==> src/rtl/note_hit_judge.sv <==
// note_hit_judge
//   Judges one rhythm-game lane. The raw player button is synchronized and
//   debounced into a single press strobe. The lane's hit-zone bit is
//   edge-detected into note_enter / note_exit. A three-state FSM classifies
//   each press or note departure as HIT, MISS or STRAY. It keeps a saturating
//   score and combo, and drives a timed feedback colour.
//
// Parameters
//   DEBOUNCE_CYCLES  cycles the synchronized button must hold a new level
//   FLASH_CYCLES     cycles a judgement colour stays on judge_rgb
//
// Ports
//   clk          system clock, rising edge
//   reset        synchronous active-high reset
//   zone_note    1 = a note occupies the hit zone
//   button       raw asynchronous button, active-low (0 = pressed)
//   score        accumulated score, saturates at 65535
//   combo        consecutive hits, saturates at 255
//   hit_pulse    one-cycle HIT strobe
//   miss_pulse   one-cycle MISS strobe
//   stray_pulse  one-cycle STRAY strobe (press with no note)
//   judge_rgb    feedback colour: green after a hit, red after a miss or stray

module note_hit_judge #(
  parameter int DEBOUNCE_CYCLES = 250000,
  parameter int FLASH_CYCLES    = 6250000
) (
  input  logic        clk,
  input  logic        reset,
  input  logic        zone_note,
  input  logic        button,
  output logic [15:0] score,
  output logic [7:0]  combo,
  output logic        hit_pulse,
  output logic        miss_pulse,
  output logic        stray_pulse,
  output logic [5:0]  judge_rgb
);

  // The counters only ever count up to N-1, so $clog2(N) bits are enough.
  localparam int DB_W = (DEBOUNCE_CYCLES > 1) ? $clog2(DEBOUNCE_CYCLES) : 1;
  localparam int FL_W = (FLASH_CYCLES > 1) ? $clog2(FLASH_CYCLES) : 1;
  localparam logic [DB_W-1:0] DB_LAST    = DB_W'(DEBOUNCE_CYCLES - 1);
  localparam logic [FL_W-1:0] FLASH_LOAD = FL_W'(FLASH_CYCLES - 1);
  localparam logic [5:0] RGB_GREEN = 6'b001100;
  localparam logic [5:0] RGB_RED   = 6'b110000;
  localparam logic [5:0] RGB_OFF   = 6'b000000;

  typedef enum logic [1:0] {
    ST_IDLE   = 2'd0,
    ST_ARMED  = 2'd1,
    ST_JUDGED = 2'd2
  } state_t;

  logic            sync1_q, sync2_q;
  logic            db_level_q, db_level_d;
  logic [DB_W-1:0] db_cnt_q, db_cnt_d;
  logic            press_q, press_d;
  logic            zone_prev_q;
  logic            note_enter_s, note_exit_s;
  state_t          state_q, state_d;
  logic            hit_s, miss_s, stray_s;
  logic [15:0]     score_q, score_d;
  logic [7:0]      combo_q, combo_d;
  logic [16:0]     score_sum_s;
  logic            hit_q, miss_q, stray_q;
  logic [5:0]      rgb_q, rgb_d;
  logic [FL_W-1:0] flash_q, flash_d;

  // Two-flop synchronizer; resets to the released level so reset never
  // manufactures a press.
  always_ff @(posedge clk) begin
    if (reset) begin
      sync1_q <= 1'b1;
      sync2_q <= 1'b1;
    end else begin
      sync1_q <= button;
      sync2_q <= sync1_q;
    end
  end

  // Debounce: accept a new level after DEBOUNCE_CYCLES consecutive
  // mismatching cycles. The press strobe fires only on the accepted 1->0 edge.
  always_comb begin
    db_level_d = db_level_q;
    db_cnt_d   = {DB_W{1'b0}};
    press_d    = 1'b0;
    if (sync2_q != db_level_q) begin
      if (db_cnt_q == DB_LAST) begin
        db_level_d = sync2_q;
        press_d    = ~sync2_q;
      end else begin
        db_cnt_d = db_cnt_q + DB_W'(1);
      end
    end else begin
      db_cnt_d = {DB_W{1'b0}};
    end
  end

  // Debounce and zone-edge registers
  always_ff @(posedge clk) begin
    if (reset) begin
      db_level_q  <= 1'b1;
      db_cnt_q    <= {DB_W{1'b0}};
      press_q     <= 1'b0;
      zone_prev_q <= 1'b0;
    end else begin
      db_level_q  <= db_level_d;
      db_cnt_q    <= db_cnt_d;
      press_q     <= press_d;
      zone_prev_q <= zone_note;
    end
  end

  // zone_prev clears on reset, so a note still present as reset is released
  // shows up as a fresh note_enter.
  assign note_enter_s = zone_note & ~zone_prev_q;
  assign note_exit_s  = ~zone_note & zone_prev_q;

  // Judging FSM next state and event decode
  always_comb begin
    state_d = state_q;
    hit_s   = 1'b0;
    miss_s  = 1'b0;
    stray_s = 1'b0;
    case (state_q)
      ST_IDLE: begin
        if (note_enter_s) begin
          if (press_q) begin
            hit_s   = 1'b1;
            state_d = ST_JUDGED;
          end else begin
            state_d = ST_ARMED;
          end
        end else if (press_q) begin
          stray_s = 1'b1;
        end else begin
          state_d = ST_IDLE;
        end
      end
      ST_ARMED: begin
        if (press_q) begin
          // The press wins over a same-cycle exit; the note is gone, so go idle.
          hit_s   = 1'b1;
          state_d = note_exit_s ? ST_IDLE : ST_JUDGED;
        end else if (note_exit_s) begin
          miss_s  = 1'b1;
          state_d = ST_IDLE;
        end else begin
          state_d = ST_ARMED;
        end
      end
      ST_JUDGED: begin
        if (note_exit_s) begin
          state_d = ST_IDLE;
        end else begin
          state_d = ST_JUDGED;
        end
      end
      default: begin
        state_d = ST_IDLE;
      end
    endcase
  end

  // Score and combo update; the bonus depends on the combo before this hit.
  always_comb begin
    score_d     = score_q;
    combo_d     = combo_q;
    score_sum_s = {1'b0, score_q} + ((combo_q >= 8'd10) ? 17'd20 : 17'd10);
    if (hit_s) begin
      score_d = score_sum_s[16] ? 16'hFFFF : score_sum_s[15:0];
      combo_d = (combo_q == 8'hFF) ? 8'hFF : combo_q + 8'd1;
    end else if (miss_s || stray_s) begin
      combo_d = 8'd0;
    end else begin
      combo_d = combo_q;
    end
  end

  // Flash colour: an event loads the timer and colour. The timer then counts
  // down to zero and stops, and the colour clears on the following cycle.
  always_comb begin
    rgb_d   = rgb_q;
    flash_d = flash_q;
    if (hit_s) begin
      rgb_d   = RGB_GREEN;
      flash_d = FLASH_LOAD;
    end else if (miss_s || stray_s) begin
      rgb_d   = RGB_RED;
      flash_d = FLASH_LOAD;
    end else if (flash_q != {FL_W{1'b0}}) begin
      flash_d = flash_q - FL_W'(1);
    end else begin
      rgb_d = RGB_OFF;
    end
  end

  // FSM, score, pulse and flash registers
  always_ff @(posedge clk) begin
    if (reset) begin
      state_q <= ST_IDLE;
      score_q <= 16'd0;
      combo_q <= 8'd0;
      hit_q   <= 1'b0;
      miss_q  <= 1'b0;
      stray_q <= 1'b0;
      rgb_q   <= RGB_OFF;
      flash_q <= {FL_W{1'b0}};
    end else begin
      state_q <= state_d;
      score_q <= score_d;
      combo_q <= combo_d;
      hit_q   <= hit_s;
      miss_q  <= miss_s;
      stray_q <= stray_s;
      rgb_q   <= rgb_d;
      flash_q <= flash_d;
    end
  end

  assign score       = score_q;
  assign combo       = combo_q;
  assign hit_pulse   = hit_q;
  assign miss_pulse  = miss_q;
  assign stray_pulse = stray_q;
  assign judge_rgb   = rgb_q;

endmodule

==> config.mk <==
export PLATFORM = sky130hd
export DESIGN_NAME = note_hit_judge
export DESIGN_NICKNAME = d
export VERILOG_FILES = /design/src/rtl/note_hit_judge.sv
export SDC_FILE = /design/constraint.sdc
export NUM_CORES = 1
export LEC_CHECK = 0
export ABC_AREA = 1
export BUFFER_PORTS_ARGS = -buffer_cell sky130_fd_sc_hd__buf_4
export CORE_MARGIN = 8
export CORE_UTILIZATION = 54
export DETAILED_ROUTE_END_ITERATION = 8
export PLACE_DENSITY = 0.76
export SLEW_MARGIN = 20
export SYNTH_ARGS = -nofsm -noshare
export SYNTH_HDL_FRONTEND = slang
export SYNTH_SLANG_ARGS = --single-unit
export TNS_END_PERCENT = 100
==> constraint.sdc <==
create_clock -name clk -period 2.2 [get_ports clk]
set_input_delay 0.22 -clock clk [delete_from_list [all_inputs] [get_ports clk]]
set_output_delay 0.22 -clock clk [all_outputs]
set_load 0.01 [all_outputs]
# Word-level counts from Yosys, hierarchy flattened
# Cells that the tools add are included.
dict set report op_classes {
  n_addsub 4
  order_cmp 1
  reduce_logical 10
  mul 0
  n_eq_ne 8
  div_mod_pow 0
  muxes 26
  n_bitwise 7
  n_shift 0
}
# op count
set op_table {}
lappend op_table {{$mux 23} 3}
lappend op_table {{$mux 8} 3}
lappend op_table {{$reduce_bool 23->1} 1}
lappend op_table {{$sub 23x1->23 const B} 1}
lappend op_table {{$add 18x1->18 const B} 1}
lappend op_table {{$eq 18x18->1 const B} 1}
lappend op_table {{$add 16x5->17} 1}
lappend op_table {{$mux 16} 1}
lappend op_table {{$mux 6} 2}
lappend op_table {{$mux 2} 5}
lappend op_table {{$reduce_or 3->1} 3}
lappend op_table {{$add 8x1->8 const B} 1}
lappend op_table {{$eq 8x8->1 const B} 1}
lappend op_table {{$ge 8x4->1 const B} 1}
lappend op_table {{$mux 1} 8}
lappend op_table {{$ne 3x3->1 const B} 2}
lappend op_table {{$pmux 2 s3} 1}
lappend op_table {{$mux 5} 1}
lappend op_table {{$not 1->1} 5}
lappend op_table {{$mux 4} 1}
lappend op_table {{$reduce_bool 3->1} 1}
lappend op_table {{$and 1x1->1} 2}
lappend op_table {{$eq 2x1->1 const B} 1}
lappend op_table {{$eq 2x2->1 const B} 1}
lappend op_table {{8 further kinds} 8}
dict set report totals {
  ff_bits 79
  romBits 0
  word_cells 72
  output_inout_bits 33
  latchBits 0
  mem_bits_rw 0
  n_memories 0
}

# Depth between registers and ports, before layout
# Gate-level depths: netlist of run 1.
dict set report logic_depth {
  depth_word 8
  depth_mapped 16
  ltp_nobuf 16
}

# Least setup slack after synthesis of run 1
# OpenSTA, ideal clock, no wires.
dict set report synth_timing {
  path_type {flip-flop to flip-flop}
  start {reg combo_q[0], in the netlist combo[0]}
  end {reg score_q[11], in the netlist score[11]}
  stages_incl_launch_ff 17
  n_path_buf 0
  required_ns 2.090
  setup_ns 0.110
  arrival_time_ns 2.370
  setup_slack_ns -0.280
  path_cell_list {dfxtp_1 > inv_1 > ha_1 > o31ai_1 > nand2_1 > inv_1 > ha_1 > inv_1 > fa_1 > o21ai_1 > inv_1 > nor2_2 > nand2_1 > nand2_1 > nand3_1 > nand2_1 > inv_1}
}
dict set report synth_via {
  elab_chain_len 4
}
# element line_no
set synth_rtl {}
lappend synth_rtl {{start, declared} 64} ;# logic [7:0] combo_q, combo_d;
lappend synth_rtl {{start signal, assigned} 213} ;# combo_q <= combo_d;
lappend synth_rtl {{$ge 8x4->1} 170} ;# score_sum_s = {1'b0, score_q} + ((combo_q >= 8'd10) ? 17'd20 : 17'd10);
lappend synth_rtl {{$mux 5} 170}
lappend synth_rtl {{$add 16x5->17} 170}
lappend synth_rtl {{$mux 16} 172} ;# score_d = score_sum_s[16] ? 16'hFFFF : score_sum_s[15:0];
lappend synth_rtl {{end signal, assigned} 212} ;# score_q <= score_d;
lappend synth_rtl {{end, declared} 63} ;# logic [15:0] score_q, score_d;
# Every way passes these cells.
# A chain may end at the register's enable or synchronous reset.

# Final worst setup path of run 1
# Same ends and word-level chain as after synthesis.

==> run_results.csv, run 1 <==
group,metric,value,unit
critical_path,rrSetupSlack,-0.20,ns
clock_tree,clk-insertion-delay-late,0.35,ns
critical_path,required,2.45,ns
clock_tree,cts_buffer_depth,2,
timing,worst_pin_slew,0.505,ns
logic_synthesis,netlist_instances,613,
place,gp_congestion,0.859,
detailed_routing,wl_per_cell,12.4,um
logic_synthesis,ys_async_sr_fraction,0,%
logic_synthesis,synthFlopType,"dfxtp_1",
detailed_routing,dr.pass1.iters,4,
timing,max_freq,0.417,GHz
finish,final_cell_area,4940,um^2
finish,multiInputGateArea,2230,um^2
finish,seq_area,1550,um^2
grt,grt_max_degree,24,
timing,final_max_slew_viol_count,0,
clock_tree,cts_hold_buf,0,
clock_tree,root_buffer,"clkbuf_8",
place,detailedPlace.worstSlack,-0.151,ns
critical_path,startpoint_type,"flip-flop",
timing,tns,-1.29,ns
detailed_routing,drtIter0Drc,187,
timing,rsz0062_at_grt,"yes",
clock_tree,cts_tree,"yes",
timing,finalClockSkew,0.00947,ns
timing,min_period,2.40,ns
detailed_routing,remaining_drc_errors,0,
finish,layout.cells.non_filler,776,
detailed_routing,wirelength,9610,um
timing,final-hold-violation-count,0,
timing,relSlewSlack,66.2,%
finish,antennaDiodeCount,0,
run,maxCapViolCount,0,
clock_tree,cts_sinks,77,
detailed_routing,routed_via_density,5.08,
floorplan,die_area,10800,um^2
logic_synthesis,syn_area,4160,um^2
logic_synthesis,avgSynthCellArea,6.79,um^2
logic_synthesis,synth_edf_count,0,
logic_synthesis,ys_ff_latch,77,
timing,finalSetupViolCount,13,
finish,nNetsFinal,682,
floorplan,start_util,54.7,%
power_and_ir_drop,power_density,942,nW/um^2
clock_tree,htree_num_levels,3,
clock_tree,path_clk_slew,0.08,ns
power_and_ir_drop,ir_drop,484,uV
floorplan,rows,32,
timing,timing.hold.ws,0.0485,ns
finish,final_layout_size_suffix_gt1_share,19.9,%
status,violations,"setup timing",
critical_path,critPathKind,"reg2reg",
grt,antenna_found_initial,0,
finish,syn_to_final_growth,18.7,%
grt,grt_pass1_vias,3871,
min_path,worstHoldPathType,"in2reg",
detailed_routing,vias,3940,
grt,grt_overflow_total,0,
floorplan,io_pins,37,
floorplan,core,7610,um^2
timing,setup_slack,-0.200,ns
floorplan,die_w,104,um
critical_path,critPathCaptureType,"flip-flop",
critical_path,crit_fanout,4,
logic_synthesis,yosys_warnings,0,
logic_synthesis,synth_seq_area_share,37.0,%
place,dp.cells,757,
power_and_ir_drop,p_leak,2.27,nW
power_and_ir_drop,p_total,4.65,mW
place,port_buffers,34,
critical_path,cp.arrival,2.65,ns
floorplan,die_h,104,um
place,hpwl,6960,um
detailed_routing,postRouteAntennaNets,0,
clock_tree,cts_buffers,9,
grt,grt_pass1_wl,16700,um
timing,finalCritPeriodShare,109,%
grt,grt.total_usage,18.0,%
status,status,"finished with violations",
logic_synthesis,ys_types,46,
place,placed_area,4630,um^2
finish,final_core_util,64.9,%
finish,num-fill-cells,728,
-- timing repair --
item,4_1_cts,5_1_grt
setup endpoints to repair,15,16
pin swaps,3,8
buffers inserted,0,3
resized for setup,7,17
-- final timing paths --
check,start,end,cells after the start
setup / recovery,combo[0],score[11],17
hold / removal,button,sync1_q,2
setup reg to reg,combo[0],score[11],17
hold reg to reg,sync1_q,sync2_q,1
-- registers in the layout (all words and copies together) (netlist names), 2 cells and up --
name,cells
db_cnt_q,18
score,16
flash_q,23
judge_rgb,2
state_q,2
combo,8
-- area by class of cell --
class,count,area share (%)
Inverter,97,7.42
Tap cell,102,2.58
Clock inverter,5,1.22
Clock buffer,11,2.86
Sequential cell,77,31.3
Multi-Input combinational cell,424,45.1
Timing Repair Buffer,60,9.50
-- cells in the final DEF, fill, tap and decap left out, types with 2 or more instances in the layout --
master	count
o21ai_4	2
buf_6	5
o21ai_1	13
nand4_1	15
ha_1	5
nand3_1	54
nor2_4	4
clkinv_4	2
nor2_2	15
a21oi_1	32
or2_2	2
inv_1	88
nand3b_1	3
xor2_1	6
nor3_1	16
nand3_2	4
ha_4	3
buf_4	55
o21a_1	3
o21ai_2	2
conb_1	2
nand2_1	128
nor3b_1	2
dfxtp_1	76
inv_2	8
o21ai_0	14
nand2_2	9
clkbuf_8	10
nor2_1	70
xnor2_1	2
-- cell usage after synthesis, types with 8 or more instances --
cell,instances,area (um^2)
nand2_1,129,484
inv_1,93,349
ha_1,8,100
a21oi_1,32,160
nand3_1,55,275
nor2_2,14,87.6
o21ai_1,11,55.1
o21ai_0,19,95.1
nand2_2,8,50.1
nor3_1,16,80.1
dfxtp_1,77,1540
nor2_1,72,270
nand4_1,15,93.8
-- metal layers --
layer,vias to the layer above,track usage [%],routed length [um]
li1,2069,-,-
met1,1799,21.0,4510
met2,65,31.7,4630
met3,7,4.40,387
met4,0,5.27,79
met5,-,0,0
-- where the power goes --
part | switching (mW) | leakage, nW | internal [mW] | total, mW
Clock | 0.533 | 0.0995 | 0.557 | 1.09
Combinational | 1.21 | 1.55 | 0.622 | 1.84
Sequential | 0.154 | 0.625 | 1.57 | 1.73
-- kinds of logic (layout without fill, tap and decap cells) --
group                    Yosys count  after routing  synth area share [%]
adder cells (fa/ha/maj)            9              9                  2.89
XOR/XNOR                           8              8                  1.68
other                              1              2                0.0901
AO/OA/AOI/OAI                     77             77                  10.6
flip-flops                        77             77                  37.0
buffers and inverters            113            173                  11.5
AND/OR/NAND/NOR                  328            328                  36.2
-- worst max-delay path, stage by stage (launching register included) --
cell and delay [ns]:
dfxtp_4 0.37, inv_4 0.04, ha_4 0.14, o31ai_2 0.22
nand2_1 0.12, inv_2 0.09, ha_4 0.13, inv_2 0.04
fa_2 0.37, o21ai_4 0.21, buf_4 0.14, inv_2 0.03
nor2_4 0.10, nand2_1 0.06, nand2_1 0.05, nand3_1 0.06
nand2_1 0.07, inv_1 0.06
Note: power is estimated with default switching activity, not from simulation.
==> run 2: changes to the inputs <==
--- a/config.mk
+++ b/config.mk
@@ -5,12 +5,12 @@
 export SDC_FILE = /design/constraint.sdc
 export NUM_CORES = 1
 export LEC_CHECK = 0
-export ABC_AREA = 1
 export BUFFER_PORTS_ARGS = -buffer_cell sky130_fd_sc_hd__buf_4
 export CORE_MARGIN = 8
-export CORE_UTILIZATION = 54
+export CORE_UTILIZATION = 53
 export DETAILED_ROUTE_END_ITERATION = 8
 export PLACE_DENSITY = 0.76
+export SETUP_SLACK_MARGIN = 0.02
 export SLEW_MARGIN = 20
 export SYNTH_ARGS = -nofsm -noshare
 export SYNTH_HDL_FRONTEND = slang
==> run 2 against run 1 <==
Final cell count decreased by 24%; sequential cell count unchanged; the run still ends with setup timing left; clock-buffer cell count decreased by 2; critical path type unchanged; largest cell class unchanged.
==> run_results.csv, run 2 <==
group,metric,value,unit
grt,antenna_found_initial,0,
finish,nNetsFinal,514,
timing,min_period,2.39,ns
grt,grt_overflow_total,0,
timing,relSlewSlack,35.5,%
finish,regMostFlops,"flash_q",
finish,final_layout_size_suffix_gt1_share,29.8,%
logic_synthesis,synth_most_common_cell,"dfxtp_1",
logic_synthesis,avgSynthCellArea,8.51,um^2
logic_synthesis,synth_top_cell_area_share,42.4,%
finish,final_common_cell,"buf_4",
timing,tns,-1.60,ns
grt,grt_max_degree,25,
floorplan,core,6720,um^2
critical_path,required,2.44,ns
detailed_routing,routed_via_density,5.74,
logic_synthesis,ys_async_sr_fraction,0,%
clock_tree,cts_hold_buf,0,
clock_tree,clk-insertion-delay-late,0.36,ns
status,status,"finished with violations",
floorplan,die_area,9760,um^2
timing,max_freq,0.418,GHz
logic_synthesis,yosys_warnings,0,
logic_synthesis,synth_edf_count,0,
critical_path,path_cells,"inv_4, ha_4, o31ai_4, nand2_2, inv_2, ha_4, inv_2, fa_2, nand2b_4, a21oi_4, buf_6, nand4_1, xor2_1, o21ai_1",
critical_path,critPathKind,"reg2reg",
floorplan,die_w,98.8,um
clock_tree,cts_sinks,77,
critical_path,startpoint_type,"flip-flop",
grt,grt_pass1_vias,3406,
floorplan,rows,30,
power_and_ir_drop,p_total,4.60,mW
critical_path,crit_fanout,4,
power_and_ir_drop,power_density,957,nW/um^2
timing,rsz0062_at_grt,"yes",
timing,finalSetupViolCount,16,
min_path,worstHoldPathType,"in2reg",
logic_synthesis,ys_types,51,
power_and_ir_drop,p_leak,1.88,nW
critical_path,cp_slowest_cell,"dfxtp_4",
timing,final_max_slew_viol_count,0,
clock_tree,cts_buffers,9,
detailed_routing,wirelength,9370,um
clock_tree,cts_buffer_depth,2,
logic_synthesis,synth_seq_area_share,42.4,%
critical_path,slowest_delay,0.37,ns
detailed_routing,dr.pass1.iters,4,
clock_tree,path_clk_slew,0.09,ns
logic_synthesis,synthTopCellsByCount,"dfxtp_1 (77), nor2_1 (40), a21oi_1 (27)",
place,gp_congestion,0.881,
floorplan,io_pins,37,
finish,antennaDiodeCount,0,
logic_synthesis,synthFlopType,"dfxtp_1",
critical_path,cp.arrival,2.63,ns
status,violations,"setup timing",
grt,grt_pass1_wl,15500,um
logic_synthesis,synth_top_area_cell,"dfxtp_1",
run,maxCapViolCount,0,
timing,finalCritPeriodShare,109,%
finish,syn_to_final_growth,32.4,%
clock_tree,root_buffer,"clkbuf_8",
timing,setup_slack,-0.194,ns
floorplan,start_util,54.1,%
timing,worst_pin_slew,0.961,ns
logic_synthesis,ys_top_cells_by_area,"dfxtp_1 (42%), xor2_1 (4.8%), nor2_1 (4.1%), a21oi_1 (3.7%), xnor2_1 (3.6%)",
floorplan,die_h,98.8,um
logic_synthesis,ys_ff_latch,77,
logic_synthesis,netlist_instances,427,
grt,grt.total_usage,19.4,%
detailed_routing,drtIter0Drc,145,
place,hpwl,5980,um
finish,layout_common_cells,"buf_4 (77), dfxtp_1 (73), nor2_1 (37)",
finish,largest_reg_flops,23,
detailed_routing,wl_per_cell,16.0,um
clock_tree,cts_tree,"yes",
clock_tree,htree_num_levels,3,
power_and_ir_drop,ir_drop,521,uV
detailed_routing,postRouteAntennaNets,0,
place,port_buffers,34,
detailed_routing,vias,3365,
logic_synthesis,syn_area,3630,um^2
critical_path,critPathCaptureType,"flip-flop",
timing,finalClockSkew,0.0132,ns
timing,final-hold-violation-count,0,
finish,num-fill-cells,489,
timing,timing.hold.ws,0.0451,ns
place,detailedPlace.worstSlack,-0.192,ns
detailed_routing,remaining_drc_errors,0,
-- run 2: critical path: cells and delay by family (launching register included) --
family	cells	cell delay [ns]
compound gates	3	0.41
xor+xnor	1	0.20
fa+ha+maj	3	0.61
buf+inv	4	0.31
flops	1	0.37
simple gates	3	0.38
-- run 2: final timing paths --
check / start / cells after the start / slack, ns / to
max: combo[0] / 14 / -0.19 / score[13]
min reg2reg: sync1_q / 1 / 0.42 / sync2_q
max reg2reg: combo[0] / 14 / -0.19 / score[13]
min: button / 2 / 0.05 / sync1_q
-- run 2: metal layers --
metal | GRT usage (%) | routed length [um]
met3 | 4.09 | 340
met2 | 33.9 | 4810
met1 | 21.8 | 4000
met5 | 0 | 0
met4 | 9.80 | 211
-- run 2: where the power goes --
group | total (mW) | internal [mW] | switching [mW]
logic | 1.56 | 0.737 | 0.820
registers | 1.72 | 1.56 | 0.164
clock network | 1.32 | 0.761 | 0.562
-- run 2: stage by stage --
| step | std cells | utilization (%) | instance area (um^2) |
|---|---|---|---|
| after floorplan | 428 | - | 3710 |
| after global placement | 553 | 62.6 | 4210 |
| after detailed placement | 553 | 62.6 | 4210 |
| after CTS | 578 | 69.1 | 4640 |
| after global routing | 586 | 71.6 | 4810 |
| final | 586 | 71.6 | 4810 |
-- run 2: logic make-up (layout without fill, tap and decap cells) --
kind of cell	Yosys count	after routing	synth area share, %
mux	2	2	0.551
xor+xnor	35	35	8.43
buf+inv	37	115	4.30
compound gates	87	87	14.5
other cells	1	2	0.103
flops	77	77	42.4
simple gates	179	179	26.4
fa+ha+maj	9	9	3.30
-- run 2: area by class of cell --
class	instances	area [um^2]	share of cell area, %
Clock buffer	9	124	2.57
Inverter	17	66.3	1.38
Timing Repair Buffer	82	634	13.2
Sequential cell	77	1550	32.2
Clock inverter	7	121	2.52
Multi-Input combinational cell	314	2210	46.0
Tap cell	80	100	2.08
-- run 2: timing repair --
item / in CTS / in global routing
setup buffers: 9 / 8
resized for setup: 23 / 26
endpoints found under the hold margin: 0 / 0
setup endpoints to repair: 19 / 32
pin swaps: 14 / 12
==> run 3: changes to the inputs <==
--- a/config.mk
+++ b/config.mk
@@ -9,7 +9,7 @@
 export CORE_MARGIN = 8
 export CORE_UTILIZATION = 53
 export DETAILED_ROUTE_END_ITERATION = 8
-export PLACE_DENSITY = 0.76
+export PLACE_DENSITY = 0.79
 export SETUP_SLACK_MARGIN = 0.02
 export SLEW_MARGIN = 20
 export SYNTH_ARGS = -nofsm -noshare
==> constraint.sdc (replaced) <==
create_clock -name clk -period 2.2 [get_ports clk]
set_input_delay 0.11 -clock clk [delete_from_list [all_inputs] [get_ports clk]]
set_output_delay 0.11 -clock clk [all_outputs]
set_load 0.01 [all_outputs]
==> run 3 against run 2 <==
The flow still finishes with violations (setup timing); non-clock buffer count shrank 1; worst setup slack gained 0.0098 ns; die area is the same; wire length shrank 4.6%; critical path depth shrank 2; critical endpoint is now score[6]; clock-buffer cell count grew 1; register-to-register slack is essentially flat; first-iteration DRC count shrank 2.8%; hold slack gained 0.057 ns; sequential cell count is the same; sequential power is essentially flat; core utilization shrank 2.3 points.
==> run_results.csv, run 3 (same netlist as run 2, synthesis figures left out) <==
group,metric,value,unit
status,status,"finished with violations",
status,violations,"setup timing",
finish,final_common_cell,"buf_4",
clock_tree,cts_sinks,77,
timing,final-hold-violation-count,0,
timing,setup_slack,-0.185,ns
floorplan,die_h,98.8,um
timing,rsz0062_at_grt,"yes",
critical_path,crit_fanout,7,
floorplan,rows,30,
power_and_ir_drop,power_density,948,nW/um^2
clock_tree,path_clk_slew,0.08,ns
critical_path,cp.arrival,2.65,ns
detailed_routing,drtIter0Drc,141,
timing,finalCritPeriodShare,108,%
critical_path,cp_slowest_cell,"dfxtp_4",
grt,grt_pass1_wl,14900,um
finish,largest_reg_flops,23,
critical_path,slowest_delay,0.36,ns
detailed_routing,vias,3361,
timing,finalClockSkew,0.0102,ns
grt,grt_pass1_vias,3244,
critical_path,path_buf_inv,3,
grt,grt.total_usage,18.4,%
place,port_buffers,34,
timing,max_freq,0.419,GHz
grt,grt_max_degree,24,
critical_path,required,2.47,ns
critical_path,reg2reg_depth,12,
timing,min_period,2.38,ns
grt,antenna_found_initial,0,
detailed_routing,remaining_drc_errors,0,
critical_path,path_cells,"inv_4, ha_4, o31ai_2, nand2_1, buf_4, ha_4, nand3_2, a2bb2oi_4, nor4_4, buf_6, nor3_1, a211oi_1",
min_path,whs_path_depth,2,
critical_path,critPathKind,"reg2reg",
detailed_routing,routed_via_density,5.76,
power_and_ir_drop,ir_drop,491,uV
place,dp.cells,552,
finish,layout_common_cells,"buf_4 (75), dfxtp_1 (72), nor2_1 (39)",
floorplan,die_w,98.8,um
finish,syn_to_final_growth,28.2,%
power_and_ir_drop,p_leak,1.84,nW
detailed_routing,wirelength,8930,um
clock_tree,cts_tree,"yes",
floorplan,io_pins,37,
critical_path,cp_top_family,"compound AO/OA/AOI/OAI gates",
detailed_routing,postRouteAntennaNets,0,
critical_path,path_depth,12,
clock_tree,htree_num_levels,3,
timing,relSlewSlack,37.9,%
finish,antennaDiodeCount,0,
detailed_routing,dr.pass1.iters,4,
clock_tree,cts_buffers,9,
finish,layout.cells.non_filler,584,
min_path,worstHoldPathType,"in2reg",
critical_path,crit_top_cell,"ha_4",
timing,worst_pin_slew,0.925,ns
finish,regMostFlops,"flash_q",
critical_path,startpoint_type,"flip-flop",
critical_path,critPathCaptureType,"flip-flop",
grt,grt_overflow_total,0,
finish,nNetsFinal,513,
clock_tree,root_buffer,"clkbuf_8",
timing,finalSetupViolCount,16,
place,detailedPlace.worstSlack,-0.269,ns
place,hpwl,6050,um
floorplan,core,6720,um^2
floorplan,die_area,9760,um^2
place,gp_congestion,0.849,
finish,num-fill-cells,543,
run,maxCapViolCount,0,
clock_tree,cts_buffer_depth,2,
finish,final_layout_size_suffix_gt1_share,27.8,%
clock_tree,clk-insertion-delay-late,0.36,ns
timing,final_max_slew_viol_count,0,
floorplan,start_util,54.1,%
detailed_routing,wl_per_cell,15.3,um
timing,tns,-1.80,ns
## run 3: area by class of cell
cell class,count,area [um^2],share of cell area (%)
inverters,17,66.3,1.42
clock buffers,10,128,2.74
multi-input cells,314,2150,46.1
well taps,80,100,2.15
clock inverters,5,37.5,0.806
repair buffers,81,628,13.5
flip-flops and latches,77,1550,33.3
## run 3: routing by layer
| metal | track usage [%] | routed length (um) |
|---|---|---|
| met5 | 0 | 0 |
| met4 | 7.44 | 119 |
| met3 | 5.00 | 363 |
| met2 | 31.5 | 4600 |
| met1 | 21.3 | 3850 |
## run 3: path summary, 6_finish.rpt
path,start,end,slack [ns]
setup reg to reg,combo[0],score[6],-0.18
hold / removal,reset,zone_prev_q,0.10
setup / recovery,combo[0],score[6],-0.18
hold reg to reg,sync1_q,sync2_q,0.43
## run 3: repair_timing
action                                  in CTS  in global routing
hold buffers                                 2                  0
endpoints found under the setup margin      17                 28
hold endpoints to repair                     2                  0
setup buffers                                7                  8
pin swaps                                   16                 18
resized for setup                            7                 30
gates cloned                                 0                  0
## run 3: power breakdown
part | internal (mW) | total (mW) | switching, mW
clock network | 0.407 | 0.919 | 0.513
registers | 1.56 | 1.74 | 0.174
logic | 0.887 | 1.76 | 0.873
## run 3: through the flow
step                instance area, um^2  total power [mW]  utilization [%]  hold WS, ns
finish                             4660              4.42             69.3        0.102
global route                       4660              4.69             69.3        0.104
CTS                                4470              4.13             66.5       0.0763
detailed placement                 4200              3.19             62.5        0.305
global placement                   4200              3.14             62.5        0.296
floorplan                          3710              2.76                -        0.214
